==> src/rtl/sprite_rom_arbiter_pkg.sv <==
// rtl/sprite_rom_arbiter_pkg.sv - shared sprite memory widths, latency and port constants
package sprite_rom_arbiter_pkg;

    localparam int SPRITE_ADDR_W  = 10;
    localparam int SPRITE_ELEM_W  = 3;
    localparam int RGB_W          = 12;
    localparam int SPRITE_MEM_LAT = 1;
    localparam int SPRITE_STARVE  = 1023;
    localparam int REQ_PIXEL      = 0;

    // Round-robin successor among the low-priority ports 1..n_req-1.
    function automatic int rr_next(input int k, input int n_req);
        return (k >= n_req - 1) ? 1 : k + 1;
    endfunction

endpackage

==> src/rtl/sprite_rom_arbiter_rr_pick.sv <==
// rtl/sprite_rom_arbiter_rr_pick.sv - combinational round-robin one-hot picker with wrap search
module sprite_rom_arbiter_rr_pick #(
    parameter int N     = 2,
    parameter int PTR_W = 2
) (
    input  logic [N-1:0]     req,
    input  logic [PTR_W-1:0] ptr,
    output logic [N-1:0]     pick
);

    int   base;
    int   idx;
    logic found;

    // ptr names a port 1..N; bit j of req belongs to port j+1.
    always_comb begin
        pick  = '0;
        found = 1'b0;
        idx   = 0;
        base  = (ptr == '0) ? 0 : int'(ptr) - 1;
        for (int off = 0; off < N; off++) begin
            idx = (base + off) % N;
            if (!found && req[idx]) begin
                pick[idx] = 1'b1;
                found     = 1'b1;
            end
        end
    end

endmodule

==> src/rtl/sprite_rom_arbiter.sv <==
// rtl/sprite_rom_arbiter.sv - priority/round-robin arbiter for the sprite memory read port
module sprite_rom_arbiter
    import sprite_rom_arbiter_pkg::*;
#(
    parameter int N_REQ      = 3,
    parameter int ADDR_W     = SPRITE_ADDR_W,
    parameter int ELEM_W     = SPRITE_ELEM_W,
    parameter int DATA_W     = RGB_W,
    parameter int MEM_LAT    = SPRITE_MEM_LAT,
    parameter int STARVE_MAX = SPRITE_STARVE
) (
    input  logic                      clk,
    input  logic                      reset,
    input  logic [N_REQ-1:0]          req,
    input  logic [N_REQ*ADDR_W-1:0]   req_addr,
    input  logic [N_REQ*ELEM_W-1:0]   req_elem,
    output logic [N_REQ-1:0]          gnt,
    output logic                      mem_en,
    output logic [ADDR_W-1:0]         mem_addr,
    output logic [ELEM_W-1:0]         mem_elem,
    input  logic [DATA_W-1:0]         mem_data,
    output logic [N_REQ-1:0]          rd_valid,
    output logic [DATA_W-1:0]         rd_data,
    output logic [N_REQ-1:0]          starve
);

    localparam int IDX_W = $clog2(N_REQ);
    localparam int CNT_W = $clog2(STARVE_MAX + 1);

    logic [IDX_W-1:0]  rr_ptr;
    logic [N_REQ-2:0]  low_pick;
    logic [IDX_W-1:0]  gnt_idx;
    logic [ADDR_W-1:0] sel_addr;
    logic [ELEM_W-1:0] sel_elem;
    logic [IDX_W-1:0]  issue_idx;
    logic [MEM_LAT-1:0] tag_v;
    logic [IDX_W-1:0]  tag_idx [MEM_LAT];

    sprite_rom_arbiter_rr_pick #(
        .N     (N_REQ - 1),
        .PTR_W (IDX_W)
    ) u_rr_pick (
        .req  (req[N_REQ-1:1]),
        .ptr  (rr_ptr),
        .pick (low_pick)
    );

    always_comb begin
        gnt = '0;
        if (!reset) begin
            if (req[REQ_PIXEL]) begin
                gnt[REQ_PIXEL] = 1'b1;
            end else begin
                gnt[N_REQ-1:1] = low_pick;
            end
        end
    end

    always_comb begin
        gnt_idx  = '0;
        sel_addr = '0;
        sel_elem = '0;
        for (int i = 0; i < N_REQ; i++) begin
            if (gnt[i]) begin
                gnt_idx  = IDX_W'(i);
                sel_addr = req_addr[i*ADDR_W +: ADDR_W];
                sel_elem = req_elem[i*ELEM_W +: ELEM_W];
            end
        end
    end

    // Issue stage, then the tag rides alongside the memory latency so the
    // owner index lines up with the cycle mem_data is registered.
    always_ff @(posedge clk) begin
        if (reset) begin
            rr_ptr    <= IDX_W'(1);
            mem_en    <= 1'b0;
            mem_addr  <= '0;
            mem_elem  <= '0;
            issue_idx <= '0;
            tag_v     <= '0;
            rd_valid  <= '0;
            rd_data   <= '0;
            for (int s = 0; s < MEM_LAT; s++) begin
                tag_idx[s] <= '0;
            end
        end else begin
            mem_en    <= |gnt;
            issue_idx <= gnt_idx;
            if (|gnt) begin
                mem_addr <= sel_addr;
                mem_elem <= sel_elem;
            end
            if (|gnt[N_REQ-1:1]) begin
                rr_ptr <= IDX_W'(rr_next(int'(gnt_idx), N_REQ));
            end
            tag_v[0]   <= mem_en;
            tag_idx[0] <= issue_idx;
            for (int s = 1; s < MEM_LAT; s++) begin
                tag_v[s]   <= tag_v[s-1];
                tag_idx[s] <= tag_idx[s-1];
            end
            for (int i = 0; i < N_REQ; i++) begin
                rd_valid[i] <= tag_v[MEM_LAT-1] && (tag_idx[MEM_LAT-1] == IDX_W'(i));
            end
            if (tag_v[MEM_LAT-1]) begin
                rd_data <= mem_data;
            end
        end
    end

    assign starve[REQ_PIXEL] = 1'b0;

    // Flag rises on the same edge the wait counter reaches STARVE_MAX.
    for (genvar g = 1; g < N_REQ; g++) begin : g_starve
        logic [CNT_W-1:0] wait_cnt;
        logic             flag;

        always_ff @(posedge clk) begin
            if (reset) begin
                wait_cnt <= '0;
                flag     <= 1'b0;
            end else if (gnt[g]) begin
                wait_cnt <= '0;
            end else if (req[g]) begin
                if (wait_cnt != CNT_W'(STARVE_MAX)) begin
                    wait_cnt <= wait_cnt + 1'b1;
                end
                if (wait_cnt >= CNT_W'(STARVE_MAX - 1)) begin
                    flag <= 1'b1;
                end
            end
        end

        assign starve[g] = flag;
    end

endmodule
==> config.mk <==
export PLATFORM = sky130hd
export DESIGN_NAME = sprite_rom_arbiter
export DESIGN_NICKNAME = d
export VERILOG_FILES = /design/src/rtl/sprite_rom_arbiter_pkg.sv /design/src/rtl/sprite_rom_arbiter_rr_pick.sv /design/src/rtl/sprite_rom_arbiter.sv
export SDC_FILE = /design/constraint.sdc
export NUM_CORES = 1
export LEC_CHECK = 0
export CAP_MARGIN = 25
export CORE_MARGIN = 2
export CORE_UTILIZATION = 27
export DETAILED_ROUTE_END_ITERATION = 8
export RECOVER_POWER = 100
export SETUP_SLACK_MARGIN = 0.5
export SLEW_MARGIN = 20
export SYNTH_ARGS = -nofsm -noshare
export SYNTH_HDL_FRONTEND = slang
export SYNTH_SLANG_ARGS = --single-unit
==> constraint.sdc <==
create_clock -name clk -period 1.95 [get_ports clk]
set_input_delay 0.2925 -clock clk [delete_from_list [all_inputs] [get_ports clk]]
set_output_delay 0.2925 -clock clk [all_outputs]
set_load 0.03 [all_outputs]
==> results.yml <==
outcome:
  status: "finished, final reports clean"
setup_path:
  regToRegEndpoint: "mem_elem[1]"
  path_class: "flip-flop to primary output"
  endpoint_kind: "primary output"
  cp_max_fo: 3
  r2r_cells: 7
  cp.required_ns: 1.66
  r2r_start: "rr_ptr[0]"
  crit_arrival_ns: 1.44
  start_kind: "flip-flop"
  regToRegSetupSlack_ns: 0.29
detailed_routing:
  firstDrtPassIters: 4
  drc_errors: 0
  num_vias: 2416
  routedWlPerCell_um: 13.50
  postRouteAntennaNets: 0
  drt_iter0_drc: 89
  drt-total-wl_um: 7059
  routed_via_density: 4.620
synth:
  synth-warning-count: 0
  syn_nets: 339
  synth_area_leaders: "dfxtp_1, nor2_1, mux2i_1, nand2_1, xnor2_1"
  synth.avg_cell_area_um2: 9.229
  synth_top_family_by_area: "simple AND/OR/NAND/NOR gates"
  synth_compound_area_frac: 0.1715
  yosys.area_share.simple: 0.2070
  yosys_register_bits: 58
  synth_ff_type: "dfxtp_1"
  ys_types: 44
  synth_area_leader_cell: "dfxtp_1"
  synth_edf_count: 0
  synthArstFlopShare: 0
  synth-adder-area-share: 0.01944
  syn_area_mm2: 0.002575
  synthMuxAreaShare: 0.05053
  synthXorXnorAreaFrac: 0.03741
  ys_seq_area_frac: 0.4509
  synth_top_area_frac: 0.4509
  syn_inst: 279
clocking:
  htree_num_levels: 3
  cts_sinks: 58
  cts_tree: "yes"
  clockBufferDepth: 2
  cts-root-buf: "clkbuf_8"
  clock_latency_ns: 0.33
  clk_pin_slew_ns: 0.07
  numCtsBuffers: 9
grt:
  grt_pass1_wl_um: 11320
  grt_max_degree: 19
  grt_usage: 0.1394
  antenna_found_initial: 0
  grt_pass1_vias: 2416
  grt-ovfl-total: 0
finish:
  num_antenna_cells: 0
  fill_cells: 936
  layout_common_cells: "dfxtp_1, clkdlybuf4s50_1, nor2_1"
  fin_cells: 523
  multi_input_area_mm2: 0.001359
  seq_area_mm2: 0.001166
  layout-drive-gt1-share: 0.1624
  layout_commonest_cell: "dfxtp_1"
  nets: 449
  area_growth_pct: 53.01
  fin_area_mm2: 0.003940
power_and_ir_drop:
  power.density_mw_per_mm2: 687.4
  p_leak_nw: 1.547
  ir_drop_v: 0.0002627
  fin_total_pwr_w: 0.002708
floorplanning:
  row_count: 35
  io_pins: 91
  die_area_mm2: 0.01033
  initial_core_util: 0.2787
  fp.dieW_um: 101.7
  core-area_mm2: 0.009240
  die_h_um: 101.7
sta:
  setup_viol: 0
  hold_ws_ns: 0.4387
  slew-limit-headroom: 0.4548
  clock_skew_ns: 0.007715
  timing.final.crit_share: 0.8877
  fin_crit_ns: 1.731
  max_freq_mhz: 577.7
  finalHoldViolCount: 0
  rsz0062_at_grt: "true"
  tightest_slew_ns: 0.8178
  maxSlewViolCount: 0
hold_path:
  hold_depth: 1
  worst_hold_startpoint: "tag_idx[0][0]"
  holdPathEnd: "rd_valid[0]"
  hp-class: "flip-flop to flip-flop"
placement:
  portBuffers: 89
  place_area_mm2: 0.003657
  dpl.hpwl_um: 4959
  gp_congestion: 0.8089
  dp_cells: 497
job:
  maxCapViolations: 0
==> logic make-up (layout without fill, tap and decap cells) <==
group,count (synthesis),in the layout
AND/OR/NAND/NOR,111,111
adder cells (fa/ha/maj),4,4
other,1,1
XOR/XNOR,11,11
AO/OA/AOI/OAI,52,52
buffers and inverters,29,144
flip-flops,58,58
multiplexers,13,13
==> stage by stage <==
step	setup WS (ns)	TNS [ns]	utilization
6_report	0.2190	0	0.4264
4_1_cts	0.2484	0	0.4269
2_1_floorplan	0.4609	0	-
3_3_place_gp	0.01503	0	0.3958
5_1_grt	0.1297	0	0.4264
3_5_place_dp	-0.03236	-0.1167	0.3958
==> state kept, by name (all words and copies together), names as in the netlist, 2 cells and up <==
register,flops
tag_idx,2
issue_idx,2
rd_valid,3
g_starve.wait_cnt,20
mem_elem,3
rr_ptr,2
g_starve.flag,2
rd_data,12
mem_addr,10
==> final cells by class <==
| cell class | instances | area share |
|---|---|---|
| sequential | 58 | 0.2960 |
| clock inverter | 6 | 0.01048 |
| inverter | 10 | 0.009527 |
| multi-input combinational | 192 | 0.3449 |
| clock buffer | 10 | 0.03493 |
| timing repair buffer | 118 | 0.2633 |
| tap | 129 | 0.04097 |
==> timing repair <==
item                       CTS  global route
resized for setup           60            24
buffers inserted             9             1
hold buffers                 0             0
setup endpoints to repair   64            31
pin swaps                   14             9
cloned                       0             0
==> where the power goes <==
part           leakage [nW]  internal (W)  switching, W
Combinational         0.986      0.000216      0.000222
Sequential            0.476       0.00124     0.0000337
Clock                0.0847      0.000494      0.000504
Total                  1.55       0.00195      0.000760
==> worst max path at each step <==
stage | slack, ns | cells after the start | from | to
3_3_place_gp | 0.02 | 6 | req[2] | mem_elem[1]
2_1_floorplan | 0.46 | 5 | req[2] | gnt[2]
4_1_cts | 0.25 | 3 | rr_ptr[0] | gnt[2]
3_5_place_dp | -0.03 | 6 | req[2] | mem_elem[1]
5_1_grt | 0.13 | 6 | reset | mem_addr[8]
6_report | 0.22 | 4 | rr_ptr[0] | gnt[1]
==> worst max-delay path, stage by stage (launching register included) <==
cell      delay, ns
dfxtp_1        0.34
clkbuf_4       0.14
nand3b_1       0.12
and4_1         0.26
clkbuf_2       0.23
==> Yosys cell counts (all sizes together), types with 3 or more instances <==
| master | instances |
|---|---|
| nor4 | 4 |
| xnor2 | 11 |
| a2111oi | 5 |
| buf | 13 |
| nand4 | 3 |
| a222oi | 5 |
| inv | 10 |
| nor3 | 6 |
| nand3 | 8 |
| nor2b | 4 |
| nor2 | 41 |
| a21oi | 6 |
| a221oi | 7 |
| mux2i | 13 |
| nand2 | 28 |
| and4 | 7 |
| ha | 4 |
| a211oi | 7 |
| o21ai | 10 |
| a31oi | 4 |
| nor3b | 3 |
| dfxtp | 58 |
| clkbuf | 6 |
==> per-layer routing <==
layer,wire (um),track usage,up-vias
met1,2928,0.1624,1135
met2,3665,0.2414,59
met3,379,0.04417,7
met4,86,0.04678,0
met5,0,0,-
li1,-,-,1215
(Power assumes the default switching activity.)
